===== src/rtl/ppb_probe_phy_if.sv =====
// rtl/ppb_probe_phy_if.sv - PMod Probe Bus pin bundle between probe PHY and target PHY
// Purpose: groups the four PMod Probe Bus pins so the probe PHY and the board/bench share one bundle.
// Ports (signals):
//   pmod_bus_clk      bus clock, generated by the probe
//   pmod_bus_control  ack / frame-start marker, probe to target
//   pmod_bus_poti     3-bit probe-to-target data
//   pmod_bus_pito     3-bit target-to-probe data
// Modports: master = probe side, slave = target side.
interface ppb_probe_phy_if;
   logic       pmod_bus_clk;
   logic       pmod_bus_control;
   logic [2:0] pmod_bus_poti;
   logic [2:0] pmod_bus_pito;

   modport master (
      output pmod_bus_clk,
      output pmod_bus_control,
      output pmod_bus_poti,
      input  pmod_bus_pito
   );

   modport slave (
      input  pmod_bus_clk,
      input  pmod_bus_control,
      input  pmod_bus_poti,
      output pmod_bus_pito
   );
endinterface


===== src/rtl/ppb_probe_phy.sv =====
// rtl/ppb_probe_phy.sv - probe-side PMod Probe Bus PHY: clock generation, init reception, framing
// Purpose: generates the bus clock, receives the target's comm-init sequence, acknowledges it and then
//          exchanges 3-bit blocks with the target every bus cycle in continuous frames.
// Ports:
//   clk, rst           system clock, synchronous active-low reset
//   bus (master)       pmod_bus_clk / pmod_bus_control / pmod_bus_poti out, pmod_bus_pito in
//   probe_inputs       blocks sent to target, block k = bits [MAX_BLOCKS*3-1-3k -: 3]
//   probe_outputs      blocks received from target, same layout; updated with frame_valid
//   frame_valid        1-clk pulse when probe_outputs updated
//   project_id         received 24-bit project ID
//   in_blocks          received target input-block count
//   out_blocks         received target output-block count
//   link_up            high in ACTIVE
//   init_fail          1-clk pulse on a rejected init sequence
//   link_state         state encoding (IDLE=0 SETTLE=1 SEARCH=2 RX_INIT=3 ACK=4 ACTIVE=5)
// Optional feature macro: PPB_PROBE_ID_CHECK_EN (init also requires project_id == EXPECTED_PROJECT_ID).
module ppb_probe_phy #(
   parameter int unsigned CLK_DIV             = 4,
   parameter int unsigned SETTLE_CYCLES       = 40,
   parameter int unsigned MAX_BLOCKS          = 16,
   parameter logic [23:0] EXPECTED_PROJECT_ID = 24'h000000
) (
   input  logic                      clk,
   input  logic                      rst,
   ppb_probe_phy_if.master           bus,
   input  logic [MAX_BLOCKS*3-1:0]   probe_inputs,
   output logic [MAX_BLOCKS*3-1:0]   probe_outputs,
   output logic                      frame_valid,
   output logic [23:0]               project_id,
   output logic [8:0]                in_blocks,
   output logic [8:0]                out_blocks,
   output logic                      link_up,
   output logic                      init_fail,
   output logic [3:0]                link_state
);
   localparam int unsigned DW = $clog2(CLK_DIV);
   localparam int unsigned IW = $clog2(MAX_BLOCKS);
   localparam logic [8:0]  MAXB = 9'(MAX_BLOCKS);

   typedef enum logic [3:0] {
      S_IDLE = 4'd0, S_SETTLE = 4'd1, S_SEARCH = 4'd2,
      S_RX_INIT = 4'd3, S_ACK = 4'd4, S_ACTIVE = 4'd5
   } state_t;

`ifndef PPB_PROBE_ID_CHECK_EN
   localparam logic [23:0] unused_expected_id = EXPECTED_PROJECT_ID;
`endif

   function automatic logic [2:0] rev3(input logic [2:0] v);
      return {v[0], v[1], v[2]};
   endfunction

   state_t          state_q, state_d;
   logic [DW-1:0]   div_q, div_d;
   logic            bclk_q, bclk_d;
   logic            ctrl_q, ctrl_d;
   logic [2:0]      poti_q, poti_d;
   logic [5:0]      cnt_q, cnt_d;
   logic [23:0]     pid_q, pid_d;
   logic [8:0]      ib_q, ib_d, ob_q, ob_d;
   logic [IW-1:0]   b_q, b_d, bprev_q, bprev_d;
   logic            disc_q, disc_d;
   logic            fv_q, fv_d, fail_q, fail_d;
   logic [2:0]      sh_in_q  [MAX_BLOCKS];
   logic [2:0]      sh_in_d  [MAX_BLOCKS];
   logic [2:0]      sh_out_q [MAX_BLOCKS];
   logic [2:0]      sh_out_d [MAX_BLOCKS];
   logic [2:0]      pout_q   [MAX_BLOCKS];
   logic [2:0]      pout_d   [MAX_BLOCKS];
   logic [2:0]      pin_blk  [MAX_BLOCKS];

   logic            fall_evt, ok;
   logic [2:0]      blk;
   logic [8:0]      nblk_m1;
   logic [IW-1:0]   b_nxt;

   for (genvar k = 0; k < MAX_BLOCKS; k++) begin : g_blk
      assign pin_blk[k] = probe_inputs[MAX_BLOCKS*3-1-3*k -: 3];
      assign probe_outputs[MAX_BLOCKS*3-1-3*k -: 3] = pout_q[k];
   end

   // Frame length minus one; counts are validated nonzero before ACTIVE.
   assign nblk_m1 = ((ib_q > ob_q) ? ib_q : ob_q) - 9'd1;
   assign b_nxt   = (9'(b_q) == nblk_m1) ? '0 : b_q + 1'b1;

   always_comb begin
      state_d  = state_q;
      div_d    = div_q;
      bclk_d   = bclk_q;
      ctrl_d   = ctrl_q;
      poti_d   = poti_q;
      cnt_d    = cnt_q;
      pid_d    = pid_q;
      ib_d     = ib_q;
      ob_d     = ob_q;
      b_d      = b_q;
      bprev_d  = bprev_q;
      disc_d   = disc_q;
      fv_d     = 1'b0;
      fail_d   = 1'b0;
      sh_in_d  = sh_in_q;
      sh_out_d = sh_out_q;
      pout_d   = pout_q;
      fall_evt = 1'b0;
      ok       = 1'b0;
      blk      = 3'b000;

      if (state_q == S_IDLE) begin
         div_d   = '0;
         bclk_d  = 1'b0;
         cnt_d   = '0;
         state_d = S_SETTLE;
      end else if (div_q == DW'(CLK_DIV - 1)) begin
         div_d    = '0;
         bclk_d   = ~bclk_q;
         fall_evt = bclk_q;
      end else begin
         div_d = div_q + 1'b1;
      end

      // The target acts on rising edges, so everything probe-side moves on the falling edge.
      if (fall_evt) begin
         case (state_q)
            S_SETTLE: begin
               if (cnt_q == 6'(SETTLE_CYCLES - 1)) begin
                  cnt_d   = '0;
                  state_d = S_SEARCH;
               end else begin
                  cnt_d = cnt_q + 6'd1;
               end
            end
            S_SEARCH: begin
               if (bus.pmod_bus_pito == 3'b111) begin
                  cnt_d   = '0;
                  state_d = S_RX_INIT;
               end
            end
            S_RX_INIT: begin
               cnt_d = cnt_q + 6'd1;
               if (cnt_q < 6'd8)       pid_d = {pid_q[20:0], bus.pmod_bus_pito};
               else if (cnt_q < 6'd11) ib_d  = {ib_q[5:0], bus.pmod_bus_pito};
               else                    ob_d  = {ob_q[5:0], bus.pmod_bus_pito};
               if (cnt_q == 6'd13) begin
                  ok = (ib_q != 9'd0) && (ib_q <= MAXB) && (ob_d != 9'd0) && (ob_d <= MAXB);
`ifdef PPB_PROBE_ID_CHECK_EN
                  ok = ok && (pid_q == EXPECTED_PROJECT_ID);
`endif
                  if (ok) begin
                     state_d = S_ACK;
                  end else begin
                     fail_d  = 1'b1;
                     state_d = S_SEARCH;
                  end
               end
            end
            S_ACK: begin
               // The ack slot acts as block 0 of a throw-away frame, so control stays high a
               // single bus cycle and the first real frame marker lands N cycles later.
               ctrl_d  = 1'b1;
               poti_d  = 3'b000;
               sh_in_d = pin_blk;
               bprev_d = '0;
               b_d     = (nblk_m1 == 9'd0) ? '0 : IW'(1);
               disc_d  = 1'b1;
               state_d = S_ACTIVE;
            end
            S_ACTIVE: begin
               ctrl_d = (b_q == '0);
               if (b_q == '0) sh_in_d = pin_blk;
               blk    = sh_in_d[b_q];
               poti_d = (9'(b_q) < ib_q) ? rev3(blk) : 3'b000;
               // pito now carries the target's answer to the block driven one bus cycle ago.
               if (9'(bprev_q) < ob_q) sh_out_d[bprev_q] = rev3(bus.pmod_bus_pito);
               if (9'(bprev_q) == nblk_m1) begin
                  if (disc_q) begin
                     disc_d = 1'b0;
                  end else begin
                     fv_d = 1'b1;
                     for (int k = 0; k < MAX_BLOCKS; k++)
                        pout_d[k] = (9'(k) < ob_q) ? sh_out_d[k] : 3'b000;
                  end
               end
               bprev_d = b_q;
               b_d     = b_nxt;
            end
            default: ;
         endcase
      end
   end

   always_ff @(posedge clk) begin
      if (!rst) begin
         state_q <= S_IDLE;
         div_q   <= '0;
         bclk_q  <= 1'b0;
         ctrl_q  <= 1'b0;
         poti_q  <= 3'b000;
         cnt_q   <= '0;
         pid_q   <= '0;
         ib_q    <= '0;
         ob_q    <= '0;
         b_q     <= '0;
         bprev_q <= '0;
         disc_q  <= 1'b0;
         fv_q    <= 1'b0;
         fail_q  <= 1'b0;
         for (int k = 0; k < MAX_BLOCKS; k++) begin
            sh_in_q[k]  <= 3'b000;
            sh_out_q[k] <= 3'b000;
            pout_q[k]   <= 3'b000;
         end
      end else begin
         state_q  <= state_d;
         div_q    <= div_d;
         bclk_q   <= bclk_d;
         ctrl_q   <= ctrl_d;
         poti_q   <= poti_d;
         cnt_q    <= cnt_d;
         pid_q    <= pid_d;
         ib_q     <= ib_d;
         ob_q     <= ob_d;
         b_q      <= b_d;
         bprev_q  <= bprev_d;
         disc_q   <= disc_d;
         fv_q     <= fv_d;
         fail_q   <= fail_d;
         sh_in_q  <= sh_in_d;
         sh_out_q <= sh_out_d;
         pout_q   <= pout_d;
      end
   end

   assign bus.pmod_bus_clk     = bclk_q;
   assign bus.pmod_bus_control = ctrl_q;
   assign bus.pmod_bus_poti    = poti_q;
   assign frame_valid          = fv_q;
   assign project_id           = pid_q;
   assign in_blocks            = ib_q;
   assign out_blocks           = ob_q;
   assign init_fail            = fail_q;
   assign link_up              = (state_q == S_ACTIVE);
   assign link_state           = state_q;
endmodule


===== src/flat_wrapper.sv =====
// flat-port wrapper written by rule: the top's interface ports become plain ports
module ppb_probe_phy_flat 
#(
   parameter int unsigned CLK_DIV             = 4,
   parameter int unsigned SETTLE_CYCLES       = 40,
   parameter int unsigned MAX_BLOCKS          = 16,
   parameter logic [23:0] EXPECTED_PROJECT_ID = 24'h000000
)
  (clk, rst, probe_inputs, probe_outputs, frame_valid, project_id, in_blocks, out_blocks, link_up, init_fail, link_state, bus_pmod_bus_clk, bus_pmod_bus_control, bus_pmod_bus_poti, bus_pmod_bus_pito);
  ppb_probe_phy_if bus_i ();
  input  logic clk;
  input  logic rst;
  input  logic [MAX_BLOCKS*3-1:0] probe_inputs;
  output logic [MAX_BLOCKS*3-1:0] probe_outputs;
  output logic frame_valid;
  output logic [23:0] project_id;
  output logic [8:0] in_blocks;
  output logic [8:0] out_blocks;
  output logic link_up;
  output logic init_fail;
  output logic [3:0] link_state;
  output wire logic [$bits(bus_i.pmod_bus_clk)-1:0] bus_pmod_bus_clk;
  output wire logic [$bits(bus_i.pmod_bus_control)-1:0] bus_pmod_bus_control;
  output wire logic [$bits(bus_i.pmod_bus_poti)-1:0] bus_pmod_bus_poti;
  input wire logic [$bits(bus_i.pmod_bus_pito)-1:0] bus_pmod_bus_pito;
  assign bus_pmod_bus_clk = bus_i.pmod_bus_clk;
  assign bus_pmod_bus_control = bus_i.pmod_bus_control;
  assign bus_pmod_bus_poti = bus_i.pmod_bus_poti;
  assign bus_i.pmod_bus_pito = bus_pmod_bus_pito;
  ppb_probe_phy #(.CLK_DIV(CLK_DIV), .SETTLE_CYCLES(SETTLE_CYCLES), .MAX_BLOCKS(MAX_BLOCKS), .EXPECTED_PROJECT_ID(EXPECTED_PROJECT_ID)) u_core (.clk(clk), .rst(rst), .bus(bus_i), .probe_inputs(probe_inputs), .probe_outputs(probe_outputs), .frame_valid(frame_valid), .project_id(project_id), .in_blocks(in_blocks), .out_blocks(out_blocks), .link_up(link_up), .init_fail(init_fail), .link_state(link_state));
endmodule

===== config.mk =====
export PLATFORM = sky130hd
export DESIGN_NAME = ppb_probe_phy_flat
export DESIGN_NICKNAME = d
export VERILOG_FILES = /design/src/rtl/ppb_probe_phy_if.sv /design/src/rtl/ppb_probe_phy.sv /design/src/flat_wrapper.sv
export SDC_FILE = /design/constraint.sdc
export NUM_CORES = 1
export LEC_CHECK = 0
export CAP_MARGIN = 10
export CORE_ASPECT_RATIO = 2
export CORE_MARGIN = 2
export CORE_UTILIZATION = 49
export CTS_CLUSTER_DIAMETER = 40
export DETAILED_ROUTE_END_ITERATION = 7
export PLACE_DENSITY = 0.85
export SLEW_MARGIN = 20
export SYNTH_ARGS = -nofsm -noshare
export SYNTH_HDL_FRONTEND = slang
export SYNTH_SLANG_ARGS = --single-unit

===== constraint.sdc =====
create_clock -name clk -period 13.6 [get_ports clk]
set_input_delay 2.04 -clock clk [delete_from_list [all_inputs] [get_ports clk]]
set_output_delay 2.04 -clock clk [all_outputs]
set_load 0.01 [all_outputs]

; ---- After elaboration in Yosys (flattened, before gate mapping)
; Cells that the tools add are included.
; W data, S select, Z words.
[word_totals]
register_bits = 214
word_cells = 188
[op_classes]
n_eq_ne = 12
n_lt_le_gt_ge = 26
addsub = 4
mux = 57
bitwise_logic = 6
n_reduce_logical = 21
[ops]
columns = cell, n
row1 = $mux W48, 4
row2 = $pmux W48 S2, 1
row3 = $lt A4 B9 Y1 const A, 8
row4 = $mux W3, 21
row5 = $bwmux W48, 1
row6 = $mux W9, 5
row7 = $lt A3 B9 Y1 const A, 4
row8 = $mux W4, 6
row9 = $mux W6, 4
row10 = $eq A4 B9 Y1, 2
row11 = $le A9 B5 Y1 const B, 2
row12 = $lt A1 B9 Y1 const A, 2
row13 = $lt A2 B9 Y1 const A, 2
row14 = $lt A4 B9 Y1, 2
row15 = $pmux W6 S3, 1
row16 = $reduce_bool A9 Y1, 2
row17 = $pmux W4 S2, 2
row18 = $pmux W4 S4, 1
row19 = $reduce_and A4 Y1, 4
row20 = $bmux W3 S4, 1
row21 = $demux W3 S4, 1
row22 = $lt A6 B4 Y1 const B, 2
row23 = $ge A5 B5 Y1 const B, 2
row24 = $not A4 Y5, 2
row25 = other kinds (26), 44

; ---- Logic depth before layout (Yosys ltp)
[depth]
ltp_word = 12
ltp_mapped = 20

; ---- Worst setup path after synthesis
; Ideal clock, no wire load.
[synth_path]
path_type = reg-to-reg
from = reg u_core.ob_q[3], in the netlist u_core.out_blocks[3]
to = reg u_core.pout_q (netlist bit u_core.probe_outputs[37])
setup_time_ns = 0.070
arrival_time_ns = 4.331
path_stages_with_launch = 19
path_buffers = 3
path_slack_ns = 9.199
synth_period_minus_slack_ns = 4.401
cell_sequence = dfxtp_1 clkbuf_1 inv_1 ha_1 nand2_1 a2111o_1 a21o_1 mux2i_2 ha_1 clkbuf_1 a211o_1 a222oi_1 or3_1 nor3_1 o22a_2 nand4_4 buf_6 or3_1 a21oi_1
[synth_between]
elab_chain_cells = 5
[synth_lines]
columns = item, line_no
row1 = from (decl), ppb_probe_phy.sv:60  ; logic [8:0] ib_q, ib_d, ob_q, ob_d;
row2 = from (signal assigned), ppb_probe_phy.sv:201  ; ob_q <= '0;
row3 = from (signal assigned), ppb_probe_phy.sv:221  ; ob_q <= ob_d;
row4 = $gt A9 B9 Y1, ppb_probe_phy.sv:83  ; assign nblk_m1 = ((ib_q > ob_q) ? ib_q : ob_q) - 9'd1;
row5 = $mux W9, ppb_probe_phy.sv:83
row6 = $sub A9 B1 Y9, ppb_probe_phy.sv:83
row7 = $eq A4 B9 Y1, ppb_probe_phy.sv:174  ; if (9'(bprev_q) == nblk_m1) begin
row8 = $reduce_and A4 Y1 (no line), n/a
row9 = to (signal assigned), ppb_probe_phy.sv:229  ; pout_q <= pout_d;
row10 = to (decl), ppb_probe_phy.sv:68  ; logic [2:0] pout_q [MAX_BLOCKS];
; Several ways; a longest one is shown, not always the timed one.
; A chain may end at the register's enable or synchronous reset.

; ---- Worst setup path in the final report
[layout_path]
from = reg u_core.ob_q[2], in the netlist u_core.out_blocks[2]
to = reg u_core.pout_q (netlist bit u_core.probe_outputs[25])
; The elaborated chain is that of the path after synthesis.

==> results by group <==
Status
  – Status: finished, final reports clean

Die
  – Core region area: 21000 sq um
  – Die width: 107 um
  – Row cnt: 75
  – I/O Pins: 155
  – Die ar.: 22700 sq um
  – Die height: 211 um
  – Initial Utilization: 49.9%

Cells and area
  – Post-layout util: 60.8%
  – # nets final: 1455
  – Ant diodes: 0
  – Storage cell area: 4290 sq um
  – Area Overhead vs Synth: 21.9%
  – Layout Cells excl Fill: 1663
  – Layout fillers: 1884
  – Share of layout cells above drive strength 1: 7.96%
  – Layout Cell Area excl Fill: 12800 sq um
  – Multi-input logic area: 5720 sq um

Place
  – Post-DP Area: 12100 sq um
  – Hpwl dp: 20100 um
  – I/O Buffers: 154
  – GPL Wtd Cong: 0.963
  – Placed instance count: 1626

Job
  – Max-Cap Viols: 0

Global routing
  – Vias in the first global route: 9295
  – Antenna violations before repair: 0
  – GR Util All Layers: 25.1%
  – GR Overflow Total: 0
  – Largest net degree at the start of global routing: 97
  – Global-route wire length before repair: 45800 um

CTS
  – CTS root buf: clkbuf_16
  – Hold-fix buffers, CTS: 0
  – Clock Latency Late Sink: 0.50 ns
  – CTS H-tree lvls: 1
  – Worst-case clock buffer depth: 3
  – Sink Count: 214
  – Post-cts sizing count: 0
  – CTS tree: yes
  – Clk slew on worst S/H paths: 0.07 ns
  – TritonCTS Buffers: 21
  – Setup Fix Bufs, Post-CTS: 0

Yosys
  – Register area share after synthesis: 40.8%
  – Post-synthesis register bit count: 214
  – Yosys cell types: 64
  – Mapped cell area: 10500 sq um
  – Ranking of synthesized cells by area: dfxtp_1 41%, nand2_1 9.6%, a21oi_1 7.9%, mux2i_1 5.2%, mux4_2 5.2%
  – Syn nets: 1364
  – Synth top area share: 40.8%
  – Ys async rst share: 0%
  – Number of synthesized flops with an enable pin: 0
  – Most instantiated cells after synthesis: 268 x nand2_1, 214 x dfxtp_1, 166 x a21oi_1
  – Gate Count Post-Synth: 1289
  – Ys flop type: dfxtp_1
  – Syn. warnings: 0
  – Most common cell in the netlist: nand2_1
  – Syn avg cell area: 8.14 sq um
  – Area leader, netlist: dfxtp_1

Detailed routing
  – Initial detailed-routing violation count: 525
  – Via/cell ratio: 5.77
  – Detail Route Antenna Nets: 0
  – WL/cell: 17.1 um
  – Total number of vias: 9603
  – DRT Pass-1 Iters: 5
  – Final WL: 28500 um
  – Residual DRC count: 0

STA
  – Setup total negative slack: 0 ns
  – Final setup viols: 0
  – Max Slew Vio Count: 0
  – Highest Clock Rate: 0.192 GHz
  – Clock Skews: 0.0101 ns
  – Max-slew headroom: 36.4%
  – Slew @ Worst Pin: 0.954 ns
  – RSZ-0062 raised after global routing: no
  – Tmin final: 5.21 ns
  – Post-route clock period utilization: 38.3%
  – Final Hold Vio Count: 0

Hold path
  – Worst Hold Class: reg -> reg

Power
  – PwrDens: 99.1 nW/um^2
  – Leakage: 4.69 nW
  – Max VDD drop: 0.114 mV

Critical path
  – Crit Path Category: reg -> reg
  – Worst Path Required: 14.03 ns
  – Critical Path Fanout Max: 96
  – Crit path DAT: 5.64 ns
  – Startpoint Class: register
  – CP endpoint kind: register
==> sequential cells by signal, summed over array words and instances (netlist names) <==
signal / count
u_core.disc_q: 1
u_core.probe_outputs: 48
u_core.project_id: 24
u_core.bus.pmod_bus_clk: 1
u_core.sh_in_q: 48
u_core.init_fail: 1
u_core.cnt_q: 6
u_core.in_blocks: 9
u_core.bus.pmod_bus_poti: 3
u_core.link_state: 4
u_core.div_q: 2
u_core.out_blocks: 9
u_core.bprev_q: 4
u_core.b_q: 4
u_core.frame_valid: 1
u_core.bus.pmod_bus_control: 1
u_core.sh_out_q: 48
==> per-layer routing <==
metal	GRT usage [%]	part of all wire (%)	vias to the layer above
met2	48.7	56	310
met4	15.6	6.2	0
met1	24.4	34	4508
met3	2.87	4.4	100
met5	0	0	-
li1	-	-	4685
==> through the flow <==
step	power, mW	setup slack, ns	hold WS (ns)
after CTS	1.28	8.46	0.436
final	1.27	8.39	0.446
after floorplan	0.663	9.20	0.404
after global routing	1.30	7.94	0.465
after detailed placement	0.686	8.47	0.426
after global placement	0.686	8.69	0.412
==> worst max-delay path, stage by stage, from the launching register on <==
cell	delay, ns
dfxtp_1	0.73
inv_1	0.26
ha_1	0.36
nor2_1	0.05
a2111o_1	0.45
a21oi_1	0.39
nor2_1	0.08
a21oi_1	0.19
ha_1	0.45
nor4bb_1	0.29
a31oi_1	0.08
o32ai_1	0.19
nor4b_2	0.28
o22a_2	0.23
nand4_4	0.06
buf_4	0.36
or3_1	0.46
a21oi_1	0.15
==> area by class of cell <==
type,count,share of cell area (%)
inverters,23,0.695
multi-input cells,951,44.8
well taps,269,2.63
clock inverters,13,1.14
repair buffers,169,12.9
flip-flops and latches,214,33.5
clock buffers,24,4.36
==> layout by cell type (no fill, tap or decap), types with 5 or more instances in the layout <==
| master | instances |
|---|---|
| o21ai_0 | 77 |
| a211oi_1 | 6 |
| or3_1 | 37 |
| dfxtp_1 | 213 |
| xnor2_1 | 7 |
| a21oi_1 | 166 |
| buf_4 | 15 |
| ha_1 | 22 |
| mux2_2 | 12 |
| nor4_1 | 6 |
| clkdlybuf4s50_1 | 153 |
| nand2_1 | 268 |
| a21o_1 | 5 |
| nand2b_1 | 5 |
| nor2_1 | 96 |
| o2111ai_1 | 8 |
| inv_1 | 21 |
| a31oi_1 | 12 |
| clkbuf_16 | 21 |
| o21ai_1 | 7 |
| o211ai_1 | 9 |
| mux4_2 | 24 |
| nand3_1 | 55 |
| nor3_1 | 10 |
| mux2i_1 | 55 |
==> power by group <==
group	internal [mW]	switching (mW)	total [mW]
logic	0.0208	0.0241	0.0449
clock network	0.337	0.258	0.595
registers	0.627	0.000694	0.627
total	0.984	0.283	1.27
==> cell families (layout without fill, tap and decap cells) <==
logic type | count (synthesis) | in the layout | share of synthesized area (%)
simple gates | 513 | 513 | 21.9
compound gates | 311 | 311 | 16.6
flops | 214 | 214 | 40.8
buf+inv | 124 | 229 | 4.78
mux | 92 | 92 | 11.8
fa+ha+maj | 22 | 22 | 2.62
xor+xnor | 13 | 13 | 1.42
==> path summary, 6_finish.rpt <==
path	from	to	slack, ns	depth (start not counted)
worst max-delay path	u_core.out_blocks[2]$_SDFFE_PN0P_	u_core.probe_outputs[25]$_SDFFE_PN0P_	8.39	17
worst min-delay path	u_core.div_q[0]$_SDFF_PP0_	u_core.div_q[0]$_SDFF_PP0_	0.45	1
worst max register to register	u_core.out_blocks[2]$_SDFFE_PN0P_	u_core.probe_outputs[25]$_SDFFE_PN0P_	8.39	17
worst min register to register	u_core.div_q[0]$_SDFF_PP0_	u_core.div_q[0]$_SDFF_PP0_	0.45	1
No activity file was read; power rests on OpenSTA's default activity.
